==> src/rtl/mem_pkg.sv <==
// rtl/mem_pkg.sv - shared constants for the memory-access stage
package mem_pkg;

  localparam logic [1:0] ST_IDLE = 2'd0;
  localparam logic [1:0] ST_BUSY = 2'd1;
  localparam logic [1:0] ST_DONE = 2'd2;

  localparam int WORD_ADDR_W = 30;

  localparam logic [1:0] FAULT_NONE     = 2'd0;
  localparam logic [1:0] FAULT_MISALIGN = 2'd1;
  localparam logic [1:0] FAULT_TIMEOUT  = 2'd2;

endpackage

==> src/rtl/dmem_timeout_ctr.sv <==
// rtl/dmem_timeout_ctr.sv - 8-bit BUSY-cycle counter flagging the last allowed cycle
module dmem_timeout_ctr #(
  parameter int TIMEOUT = 16
) (
  input  logic clk,
  input  logic rst_n,
  input  logic clear,
  input  logic enable,
  output logic expired
);

  localparam logic [7:0] LIMIT = 8'(TIMEOUT - 1);

  logic [7:0] count;

  always_ff @(posedge clk or negedge rst_n) begin
    if (!rst_n) begin
      count <= 8'd0;
    end else if (clear) begin
      count <= 8'd0;
    end else if (enable) begin
      count <= count + 8'd1;
    end
  end

  assign expired = (count == LIMIT);

endmodule

==> src/rtl/mem_access_stage.sv <==
// rtl/mem_access_stage.sv - load/store stage driving a req/ack data-memory bus
module mem_access_stage
  import mem_pkg::*;
#(
  parameter int TIMEOUT = 16
) (
  input  logic                   CLK,
  input  logic                   RESET,
  input  logic                   VALID,
  input  logic                   MemRead,
  input  logic                   MemWrite,
  input  logic [31:0]            ALU_res,
  input  logic [31:0]            WriteData,
  input  logic                   RegWrite,
  output logic                   STALL,
  output logic                   RegWrite_out,
  output logic [31:0]            ReadData,
  output logic                   FAULT,
  output logic                   DMEM_REQ,
  output logic                   DMEM_WE,
  output logic [WORD_ADDR_W-1:0] DMEM_ADDR,
  output logic [31:0]            DMEM_WDATA,
  input  logic                   DMEM_ACK,
  input  logic [31:0]            DMEM_RDATA
);

  logic [1:0]  state, next_state;
  logic [1:0]  fault_cause;
  logic        memop, misaligned;
  logic        stall_c, rw_c;
  logic        capture, ctr_clear, ctr_en, expired;
  logic [31:0] rd_q;
  logic        rw_q;

  assign memop      = VALID & (MemRead | MemWrite);
  assign misaligned = (ALU_res[1:0] != 2'b00);

  dmem_timeout_ctr #(.TIMEOUT(TIMEOUT)) u_timeout (
    .clk     (CLK),
    .rst_n   (RESET),
    .clear   (ctr_clear),
    .enable  (ctr_en),
    .expired (expired)
  );

  always_comb begin
    next_state  = state;
    stall_c     = 1'b0;
    rw_c        = 1'b0;
    fault_cause = FAULT_NONE;
    capture     = 1'b0;
    ctr_clear   = 1'b0;
    ctr_en      = 1'b0;
    case (state)
      ST_IDLE: begin
        if (!memop) begin
          rw_c = VALID & RegWrite;
        end else if (misaligned) begin
          fault_cause = FAULT_MISALIGN;
        end else begin
          stall_c    = 1'b1;
          capture    = 1'b1;
          ctr_clear  = 1'b1;
          next_state = ST_BUSY;
        end
      end
      ST_BUSY: begin
        stall_c = 1'b1;
        // ACK wins over expiry when both land in the final allowed cycle
        if (DMEM_ACK) begin
          next_state = ST_DONE;
        end else if (expired) begin
          fault_cause = FAULT_TIMEOUT;
          next_state  = ST_DONE;
        end else begin
          ctr_en = 1'b1;
        end
      end
      ST_DONE: begin
        rw_c       = rw_q;
        next_state = ST_IDLE;
      end
      default: next_state = ST_IDLE;
    endcase
  end

  // Reset forces the combinational outputs low even while EX/MEM still holds a memop
  assign STALL        = RESET & stall_c;
  assign RegWrite_out = RESET & rw_c;
  assign FAULT        = RESET & (fault_cause != FAULT_NONE);
  assign ReadData     = rd_q;

  always_ff @(posedge CLK or negedge RESET) begin
    if (!RESET) begin
      state      <= ST_IDLE;
      DMEM_REQ   <= 1'b0;
      DMEM_WE    <= 1'b0;
      DMEM_ADDR  <= '0;
      DMEM_WDATA <= 32'd0;
      rd_q       <= 32'd0;
      rw_q       <= 1'b0;
    end else begin
      state <= next_state;
      if (capture) begin
        DMEM_REQ   <= 1'b1;
        DMEM_WE    <= MemWrite;
        DMEM_ADDR  <= ALU_res[31:2];
        DMEM_WDATA <= WriteData;
        rw_q       <= RegWrite & ~MemWrite;
      end
      if (state == ST_BUSY) begin
        if (DMEM_ACK) begin
          DMEM_REQ <= 1'b0;
          rd_q     <= DMEM_WE ? 32'd0 : DMEM_RDATA;
        end else if (expired) begin
          DMEM_REQ <= 1'b0;
          rd_q     <= 32'd0;
          rw_q     <= 1'b0;
        end
      end
      // Read register only holds the result for the DONE cycle
      if (state == ST_DONE) begin
        rd_q <= 32'd0;
      end
    end
  end

endmodule
==> config.mk <==
export PLATFORM = sky130hd
export DESIGN_NAME = mem_access_stage
export DESIGN_NICKNAME = d
export VERILOG_FILES = /design/src/rtl/mem_pkg.sv /design/src/rtl/dmem_timeout_ctr.sv /design/src/rtl/mem_access_stage.sv
export SDC_FILE = /design/constraint.sdc
export NUM_CORES = 1
export LEC_CHECK = 0
export ABC_AREA = 1
export BUFFER_PORTS_ARGS = -buffer_cell sky130_fd_sc_hd__buf_2
export CAP_MARGIN = 20
export CORE_MARGIN = 3
export CORE_UTILIZATION = 41
export DETAILED_ROUTE_END_ITERATION = 8
export HOLD_SLACK_MARGIN = 0.15
export PLACE_DENSITY = 0.78
export SLEW_MARGIN = 15
export SYNTH_ARGS = -nofsm -noshare
export SYNTH_HDL_FRONTEND = slang
export SYNTH_SLANG_ARGS = --single-unit
==> constraint.sdc <==
create_clock -name CLK -period 1.6 [get_ports CLK]
set_clock_uncertainty 0.15 [all_clocks]
set_input_delay 0.24 -clock CLK [delete_from_list [all_inputs] [get_ports CLK]]
set_output_delay 0.24 -clock CLK [all_outputs]
set_load 0.005 [all_outputs]
Word level (Yosys, flattened, before mapping)
Cells that the tools add are included.
{"block": "op_classes", "reduce_logical": 8, "n_addsub": 1, "n_mux": 34, "bitwise_logic": 8, "n_eq_ne": 6}
{"operator": "32-bit two-way mux", "count": 5}
{"operator": "1-bit two-way mux", "count": 17}
{"operator": "8-bit two-way mux", "count": 2}
{"operator": "2-bit two-way mux", "count": 6}
{"operator": "8-bit by 1-bit adder with 8-bit output, second input constant", "count": 1}
{"operator": "8-bit by 4-bit equality test with 1-bit output, second input constant", "count": 1}
{"operator": "2-bit case mux with 2 select lines", "count": 2}
{"operator": "2-bit nonzero test", "count": 4}
{"operator": "1-bit bitwise AND", "count": 6}
{"operator": "2-bit != test, second input constant", "count": 2}
{"operator": "1-bit case mux with 2 select lines", "count": 2}
{"operator": "3-bit != test, second input constant", "count": 1}
{"operator": "3-bit AND reduction", "count": 1}
{"operator": "3-bit nonzero test", "count": 1}
{"operator": "2-bit by 1-bit equality test with 1-bit output, second input constant", "count": 1}
{"operator": "2-bit equality test, second input constant", "count": 1}
{"operator": "2-bit zero test", "count": 1}
{"operator": "2-bit AND reduction", "count": 1}
{"operator": "1-bit NOT", "count": 1}
{"operator": "1-bit OR", "count": 1}
{"block": "word_totals", "elab_cells": 65, "output_inout_bits": 99, "in_bits": 103, "register_bits": 107}

Depth between registers and ports, before layout
Gate-level depths: netlist of the first run.
{"block": "depth", "ltp_word": 8, "ltp_mapped": 10, "depth_no_buf": 9}

Modules after synthesis
A second synthesis of the first run with hierarchy kept.
{"block": "unflattened", "hier_cells": 520, "area_unflattened_um2": 4493.1}
{"module": "mem_access_stage", "instances": 1, "cells_each": 457, "area_per_inst_um2": 4053.9}
{"module": "dmem_timeout_ctr", "instances": 1, "cells_each": 63, "area_per_inst_um2": 439.2}

Least setup slack after synthesis of the first run
No wires, ideal clock.
{"block": "synth_path", "path_type": "register to output", "start": "register state[0]", "end": "output STALL", "slack_ns": -0.044, "arrival_ns": 1.254, "path_stages_with_launch": 8, "required_time_ns": 1.210, "path_buffers": 1, "path_cell_list": "dfrtp_1 -> inv_1 -> ha_1 -> inv_1 -> nor2_4 -> nand2_2 -> buf_2 -> a21oi_1"}
{"block": "synth_between", "elab_chain_cells": 3, "word_cells_on_any_way": 4, "classes_between": "eq/ne (1); mux (1); bitwise (1); reduce/logical (1)"}
{"item": "start, declared", "line_no": "mem_access_stage.sv:27", "source": "logic [1:0] state, next_state;"}
{"item": "start signal, assigned", "line_no": "mem_access_stage.sv:103", "source": "state <= next_state;"}
{"item": "2-bit by 1-bit equality test with 1-bit output / 2-bit zero test (equally long branches)", "line_no": "mem_access_stage.sv:54", "source": "case (state)"}
{"item": "1-bit case mux with 2 select lines *", "line_no": "mem_access_stage.sv:54"}
{"item": "1-bit bitwise AND *", "line_no": "mem_access_stage.sv:88", "source": "assign STALL = RESET & stall_c;"}
{"item": "end, declared", "line_no": "mem_access_stage.sv:15", "source": "output logic STALL,"}
Every way passes the cells marked *; elsewhere a longest branch is shown, timed or not.

Worst setup path in the final report of the first run
{"block": "layout_path", "start": "register state[1]", "end": "output STALL"}
The elaborated chain is that of the path after synthesis.

==> results of run 1 <==
-- stage by stage --
stage                     area (um2)  TNS [ns]  setup slack, ns
after floorplan                 4780         0          0.00648
after global placement          6110    -0.351          -0.0411
after detailed placement        6110     -3.39          -0.0867
after CTS                       7680     -3.35           -0.340
after global routing            8420    -13.35           -0.442
final                           8420     -6.47           -0.368
-- state kept, by name (all words and copies together), names as in the netlist --
name,count
DMEM_REQ,1
DMEM_WE,1
ReadData,32
rw_q,1
u_timeout.count,8
DMEM_WDATA,32
state,2
DMEM_ADDR,30
-- path summary, 6_finish.rpt --
kind                                   start                 end  slack (ns)  depth (start not counted)
worst max-delay path                state[1]               STALL       -0.37                          8
worst min-delay path                DMEM_ACK  u_timeout.count[0]        0.29                          5
worst max register to register      state[1]         ReadData[3]       -0.12                          9
worst min register to register  ReadData[31]        ReadData[31]        0.32                          2
max in group asynchronous              RESET            state[1]        0.45                          3
min in group asynchronous              RESET        ReadData[26]        0.45                          3
-- what timing repair did --
action	4_1_cts	5_1_grt
gates resized for setup	28	128
hold buffers	98	0
gates cloned	4	11
endpoints found under the setup margin	88	109
setup buffers	3	9
endpoints found under the hold margin	204	0
pin swaps	7	11
-- synth_stat cells, types with 2 or more instances --
master	count	area [um2]
a21oi_1	4	20.0
buf_2	6	30.0
buf_4	5	37.5
buf_6	8	90.1
clkbuf_1	10	37.5
dfrtp_1	107	2680
ha_1	4	50.1
inv_1	50	188
nand2_1	290	1090
nand2_2	2	12.5
nand3_1	49	245
nand4_1	4	25.0
nor2_1	51	191
nor3_1	2	10.0
o21ai_1	2	10.0
-- cell type report --
type / count / area, um2
fill: 700 / 2660
sequential: 107 / 2680
timing repair buffer: 360 / 2910
clock buffer: 9 / 225
inverter: 51 / 220
multi-input combinational: 414 / 2090
tap: 140 / 175
clock inverter: 7 / 108
timing repair inverter: 1 / 11.3
-- power breakdown --
part / internal (W) / switching [W] / total (W)
Clock: 0.00140 / 0.00103 / 0.00244
Sequential: 0.00402 / 0.000938 / 0.00496
Combinational: 0.00310 / 0.00315 / 0.00625
-- worst max-delay path: cells and delay by family, from the launching register on --
kind / cells / cell delay [ns]
compound gates: 1 / 0.09
fa+ha+maj: 1 / 0.15
buf+inv: 4 / 0.41
flops: 1 / 0.39
simple gates: 2 / 0.19
-- kinds of logic after synthesis --
family	count (synthesis)
flops	107
buf+inv	80
simple gates	401
compound gates	8
xor+xnor	1
fa+ha+maj	4
-- layer usage --
metal / vias to the layer above / share of wire, %
met5: - / 0
met4: 0 / 2.3
met3: 30 / 6.8
met2: 259 / 52
met1: 2503 / 39
li1: 2509 / -
==> flow_summary.ini, run 1 <==
[status]
outcome = finished, violations left
violations = negative setup slack

[grt]
use_met3_pct = 4.93
grt_pass1_wl_mm = 25.0
grt_max_degree = 108
antenna_found_initial = 0
grt_pass1_vias = 5160
gr-total-overflow = 0
globalRouteMet1Util_pct = 29.7
grtUsageMet2_pct = 42.0
grt_busiest_layer = met2
grt_usage_pct = 23.9

[place]
hpwl_mm = 8.77
finalWeightedCongestion = 0.828
numPortBuffers = 201
dp.cells = 948

[sta]
drv_slew = 0
worstMarginPinSlew_ns = 0.550
setup_viol = 82
rsz0062_at_grt = yes
slew-limit-headroom_pct = 63.3
fmax_ghz = 0.508
finalHoldViolations = 0
fin_crit_sh_pct = 123
fin_crit_ns = 1.97
holdWs_ns = 0.290
final.setup.worst_slack_ns = -0.368

[clock_network]
cts-root-buf = clkbuf_16
tritoncts = done
cts.sinks = 107
clock_latency_ns = 0.34
cts_buffers = 9
clk_path_buf_depth = 2
clkTransAtPathRegs_ns = 0.07
h-tree-depth = 3

[floorplanning]
ios = 202
die_y_um = 114
die_area_um2 = 13000
core.rowCount = 38
die_w_um = 114
start_util_pct = 43.0
core_area_um2 = 11100

[finish]
drive_gt1_share_pct = 40.7
area_growth_pct = 76.6
post-route-util_pct = 76.0
final_common_cell = nand2_1
fin_cells = 1089
final_cell_mix = nand2_1, buf_2, dfrtp_1
nNetsFinal = 1051
diodes = 0

[synthesis]
synth-main-ff-cell = dfrtp_1
async_reset_ff_share_pct = 100
synth_cell_types = 22
synth_edf_count = 0
muxShareOfSynthArea_pct = 0
syn_area_per_cell_um2 = 7.93
synth_fa_ha_area_share_pct = 1.05
synth_compound_area_share_pct = 0.892
synthCells = 601
synth_simple_gate_area_share_pct = 33.6
synth_top_family_by_area = simple AND/OR/NAND/NOR gates
ys_seq_area_share_pct = 56.2
synth_area_um2 = 4770
synthXorXnorAreaFrac_pct = 0.184
syn_nets = 708
synth_warnings = 0
ys_ff_latch = 107

[drt]
drt-initial-drc-count = 469
drt_wl_total_mm = 17.0
drt-wirelength-per-cell_um = 15.6
viasPerCell = 4.87
ant_nets = 0
firstDrtPassIters = 6
num_vias = 5301
drc = 0

[worst_setup_path]
worstSetupPathType = flop to output pin
cpMostUsedCell = inv_2
path_max_fanout = 3
crit_chain = inv_2 > ha_4 > inv_2 > nor2_4 > nand2_4 > buf_4 > a21oi_2 > buf_2
start_kind = flop
cp-end-kind = output pin
cp_slowest_cell = dfrtp_1
critPathArrivalTime_ns = 1.58
max_stage_delay_ns = 0.39
critical_path_required_ns = 1.21

[power_and_ir_drop]
power_density_nw_per_um2 = 1620
irDropWorstVdd_mv = 0.961
leakage_nw = 4.71
power_w = 0.0136

[worst_hold_path]
hp-class = input port to flop

[job]
maxCapViolations = 0
(Power assumes the default switching activity.)
==> run 2, diff against run 1 <==
PLACE_DENSITY = 0.66   (was 0.78)
clock period = 2 ns   (was 1.6 ns; I/O delays follow)
==> run 2 against run 1 <==
Compared with the run above: the run now ends clean; utilization decreased by 10 points; power is 31% lower; critical path depth is 2 lower; final cell count shrank 3.9%; hold slack worse by 0.12 ns; critical path type unchanged; highest routed layer unchanged.
==> flow_summary.ini, run 2 (synthesis results as in run 1) <==
[status]
outcome = finished, final reports clean

[worst_setup_path]
cp_slowest_cell = dfrtp_1
start_kind = flop
critPathArrivalTime_ns = 1.53
r2r-start = state[0]
worst-path-buf-inv = 3
cp_top_family = flip-flops
max_stage_delay_ns = 0.41
setup.worst_path.start = state[0]
rr_endpoint = DMEM_ADDR[20]
path_max_fanout = 3
r2r_cells = 10
crit_chain = inv_2 > buf_4 > ha_1 > nand2_1 > a21oi_1 > buf_2
worstSetupEndpoint = RegWrite_out
critical_path_required_ns = 1.55
timing.reg2reg.setup_slack_ns = 0.21
cp-end-kind = output pin
worstSetupPathType = flop to output pin
critical_path_depth = 6

[drt]
ant_nets = 0
drt_wl_total_mm = 14.0
viasPerCell = 4.66
drc = 0
num_vias = 4871
drt-initial-drc-count = 470
firstDrtPassIters = 5
drt-wirelength-per-cell_um = 13.4

[power_and_ir_drop]
swShare_pct = 36.3
p_sw_w = 0.00340
cellInternalPower_w = 0.00596
combinationalPowerShare_pct = 39.7
clock_power_share_pct = 19.2
leakage_nw = 4.24
power_density_nw_per_um2 = 1290
seqPwrFrac_pct = 41.1
irDropWorstVdd_mv = 0.749

[sta]
setup_viol = 0
fmax_ghz = 0.504
fin_crit_sh_pct = 99.1
finalHoldViolations = 0
worstMarginPinSlew_ns = 0.569
slew-limit-headroom_pct = 62.0
drv_slew = 0
rsz0062_at_grt = yes
fin_crit_ns = 1.98

[floorplanning]
core.rowCount = 38
die_area_um2 = 13000
die_w_um = 114
die_y_um = 114
core_area_um2 = 11100
ios = 202
start_util_pct = 43.0

[finish]
fin_cells = 1046
nNetsFinal = 1009
area_growth_pct = 52.4
final_cell_mix = nand2_1, buf_2, dfrtp_1
post-route-util_pct = 65.6
final_common_cell = nand2_1
diodes = 0
drive_gt1_share_pct = 28.1

[grt]
grtUsageMet2_pct = 35.8
globalRouteMet1Util_pct = 27.6
grt_pass1_wl_mm = 22.8
grt_pass1_vias = 4857
use_met3_pct = 4.99
antenna_found_initial = 0
grt_max_degree = 108
gr-total-overflow = 0
grt_usage_pct = 21.7
grt_busiest_layer = met2

[place]
numPortBuffers = 201
hpwl_mm = 8.54
dp.cells = 927
finalWeightedCongestion = 0.822

[clock_network]
cts.sinks = 107
tritoncts = done
h-tree-depth = 3
clk_path_buf_depth = 2
clkTransAtPathRegs_ns = 0.07
cts_buffers = 9
clock_latency_ns = 0.34
cts-root-buf = clkbuf_16

[worst_hold_path]
worstHoldStart = MemWrite
hp-class = input port to flop

[job]
maxCapViolations = 0
## run 2: routing by layer
layer  up-vias  share of wire [%]  wire, um
li1       2410                  -         -
met1      2226                 42      5860
met2       213                 48      6770
met3        22                8.1      1130
met4         0                1.8       259
met5         -                  0         0
## run 2: worst min path at each step
stage | slack [ns] | cells after the start | endpoint
floorplan | -0.15 | 0 | DMEM_ADDR[0]
global placement | 0.30 | 2 | ReadData[0]
detailed placement | 0.30 | 2 | ReadData[12]
CTS | 0.16 | 3 | DMEM_WE
global route | 0.20 | 3 | DMEM_WE
finish | 0.17 | 3 | DMEM_WE
## run 2: area by class of cell
cell class	instances	area (um2)
clock buffers	11	253
clock inverters	4	50.0
fillers	918	3810
inverters	51	193
multi-input cells	414	1750
flip-flops and latches	107	2680
well taps	140	175
repair buffers	319	2160
## run 2: worst min-delay path: stages
cell     delay (ns)
buf_2          0.09
inv_1          0.07
o21ai_0        0.16
## run 2: power groups by stage
| stage | clock [W] | sequential (W) | combinational [W] |
|---|---|---|---|
| 4_1_cts | 0.00185 | 0.00382 | 0.00358 |
| 3_3_place_gp | 0 | 0.00379 | 0.00329 |
| 2_1_floorplan | 0 | 0.00388 | 0.00168 |
| 3_5_place_dp | 0 | 0.00382 | 0.00337 |
| 5_1_grt | 0.00194 | 0.00397 | 0.00418 |
| 6_report | 0.00179 | 0.00385 | 0.00372 |
## run 2: what timing repair did
item / 4_1_cts / 5_1_grt
endpoints found under the hold margin: 202 / 0
pin swaps: 1 / 4
buffers inserted: 1 / 7
setup endpoints to repair: 6 / 2
hold buffers: 96 / 0
resized for setup: 9 / 8
## run 2: through the flow
step | TNS, ns | setup WS (ns) | hold WS (ns) | cell area (um2) | power, W
finish | 0 | 0.0172 | 0.170 | 7270 | 0.00936
global route | -0.105 | -0.0639 | 0.196 | 7270 | 0.0101
CTS | -0.0167 | -0.0123 | 0.159 | 7190 | 0.00926
detailed placement | -0.297 | -0.0793 | 0.304 | 5890 | 0.00719
global placement | 0 | 0.0186 | 0.298 | 5890 | 0.00708
floorplan | 0 | 0.296 | -0.146 | 4770 | 0.00556
==> run 3, diff against run 2 <==
CORE_UTILIZATION = 48   (was 41)
PLACE_DENSITY = 0.76   (was 0.66)
==> run 3 against run 2 <==
Compared with the run above: the flow now finishes with violations (negative setup slack); utilization up 10 points; sequential power about the same; setup slack worse by 0.048 ns; die area down 14%; critical path depth unchanged; highest routed layer unchanged.
==> flow_summary.ini, run 3 (synthesis results as in run 1) <==
[floorplanning]
core_area_um2 = 9460
start_util_pct = 50.4
ios = 202
die_w_um = 106
die_y_um = 106
core.rowCount = 35
die_area_um2 = 11200

[drt]
drc = 0
num_vias = 5020
firstDrtPassIters = 5
drt_wl_total_mm = 14.3
ant_nets = 0
viasPerCell = 4.86
drt-wirelength-per-cell_um = 13.9
drt-initial-drc-count = 322

[worst_setup_path]
path_max_fanout = 7
worst-path-buf-inv = 2
worstSetupPathType = flop to output pin
critPathArrivalTime_ns = 1.58
r2r_cells = 7
cp_slowest_cell = dfrtp_2
crit_chain = inv_1 > nand3_1 > nor2_1 > nand2_2 > a21oi_2 > buf_2
critical_path_depth = 6
start_kind = flop
max_stage_delay_ns = 0.47
critical_path_required_ns = 1.55
setup.worst_path.start = u_timeout.count[5]
cp_top_family = flip-flops
cp-end-kind = output pin
r2r-start = state[0]

[grt]
grt_pass1_vias = 5148
antenna_found_initial = 0
globalRouteMet1Util_pct = 31.8
use_met3_pct = 5.57
grtUsageMet2_pct = 43.2
grt_busiest_layer = met2
grt_usage_pct = 25.8
gr-total-overflow = 0
grt_max_degree = 108
grt_pass1_wl_mm = 23.7

[finish]
nNetsFinal = 1006
final_common_cell = nand2_1
fin_cells = 1033
final_cell_mix = nand2_1, buf_2, dfrtp_1
post-route-util_pct = 75.9
seqCellArea_um2 = 2680
drive_gt1_share_pct = 27.8
area_growth_pct = 50.6
diodes = 0
multiInputGateArea_um2 = 1760
fillers = 621

[sta]
fin_crit_sh_pct = 102
final.setup.worst_slack_ns = -0.0307
finalHoldViolations = 0
setup_viol = 2
slew-limit-headroom_pct = 64.0
rsz0062_at_grt = yes
drv_slew = 0
fin_crit_ns = 2.03
fmax_ghz = 0.492
worstMarginPinSlew_ns = 0.540

[clock_network]
cts.sinks = 107
cts_buffers = 9
cts-root-buf = clkbuf_8
tritoncts = done
h-tree-depth = 3
clock_latency_ns = 0.37
clkTransAtPathRegs_ns = 0.11
clk_path_buf_depth = 2

[power_and_ir_drop]
power_density_nw_per_um2 = 1250
leakage_nw = 4.20
irDropWorstVdd_mv = 0.756

[worst_hold_path]
hold_path_depth = 4
hp-class = input port to flop
worstHoldStart = DMEM_ACK

[job]
maxCapViolations = 0

[place]
dp.cells = 914
finalWeightedCongestion = 0.849
numPortBuffers = 201
hpwl_mm = 8.45

[status]
violations = negative setup slack
outcome = finished, violations left
run 3: area by class of cell:
| type | count | share of cell area [%] |
|---|---|---|
| inverter | 51 | 2.68 |
| tap | 129 | 2.25 |
| sequential | 107 | 37.3 |
| clock buffer | 9 | 1.73 |
| timing repair buffer | 316 | 30.3 |
| multi-input combinational | 414 | 24.5 |
| clock inverter | 7 | 1.15 |
run 3: worst register-to-register path, delay by kind of cell (launching register included):
family / cells / cell delay (ns)
AO/OA/AOI/OAI: 1 / 0.15
adder cells (fa/ha/maj): 1 / 0.16
buffers and inverters: 3 / 0.71
flip-flops: 1 / 0.43
AND/OR/NAND/NOR: 2 / 0.23
run 3: what timing repair did:
action,CTS,global route
pin swaps,6,2
hold buffers,98,0
endpoints found under the setup margin,19,43
buffers inserted,4,1
gates resized for setup,11,9
endpoints found under the hold margin,203,0
run 3: stage by stage:
| step | hold slack, ns | TNS [ns] | worst slack, ns | power [W] | cell area, um2 |
|---|---|---|---|---|---|
| after global routing | 0.227 | -0.223 | -0.144 | 0.00963 | 7180 |
| after global placement | 0.287 | 0 | 0.0979 | 0.00705 | 5880 |
| final | 0.204 | -0.0408 | -0.0307 | 0.00895 | 7180 |
| after CTS | 0.165 | -0.00119 | -0.00119 | 0.00883 | 7140 |
| after floorplan | -0.146 | 0 | 0.296 | 0.00556 | 4770 |
| after detailed placement | 0.300 | 0 | 0.00400 | 0.00717 | 5880 |
run 3: worst paths after layout:
path	endpoint	slack, ns
setup / recovery	FAULT	-0.03
hold / removal	DMEM_REQ	0.20
setup reg to reg	rw_q	0.09
hold reg to reg	ReadData[21]	0.33
max in group asynchronous	u_timeout.count[5]	0.81
min in group asynchronous	ReadData[19]	0.48
run 3: power breakdown:
part	switching (W)	internal [W]
sequential	0.000638	0.00320
clock	0.000781	0.000604
combinational	0.00202	0.00170
run 3: routing by layer:
| metal | part of all wire, % | wire [um] |
|---|---|---|
| met5 | 0 | 0 |
| met4 | 3.1 | 450 |
| met3 | 8.0 | 1140 |
| met2 | 50 | 7140 |
| met1 | 39 | 5580 |
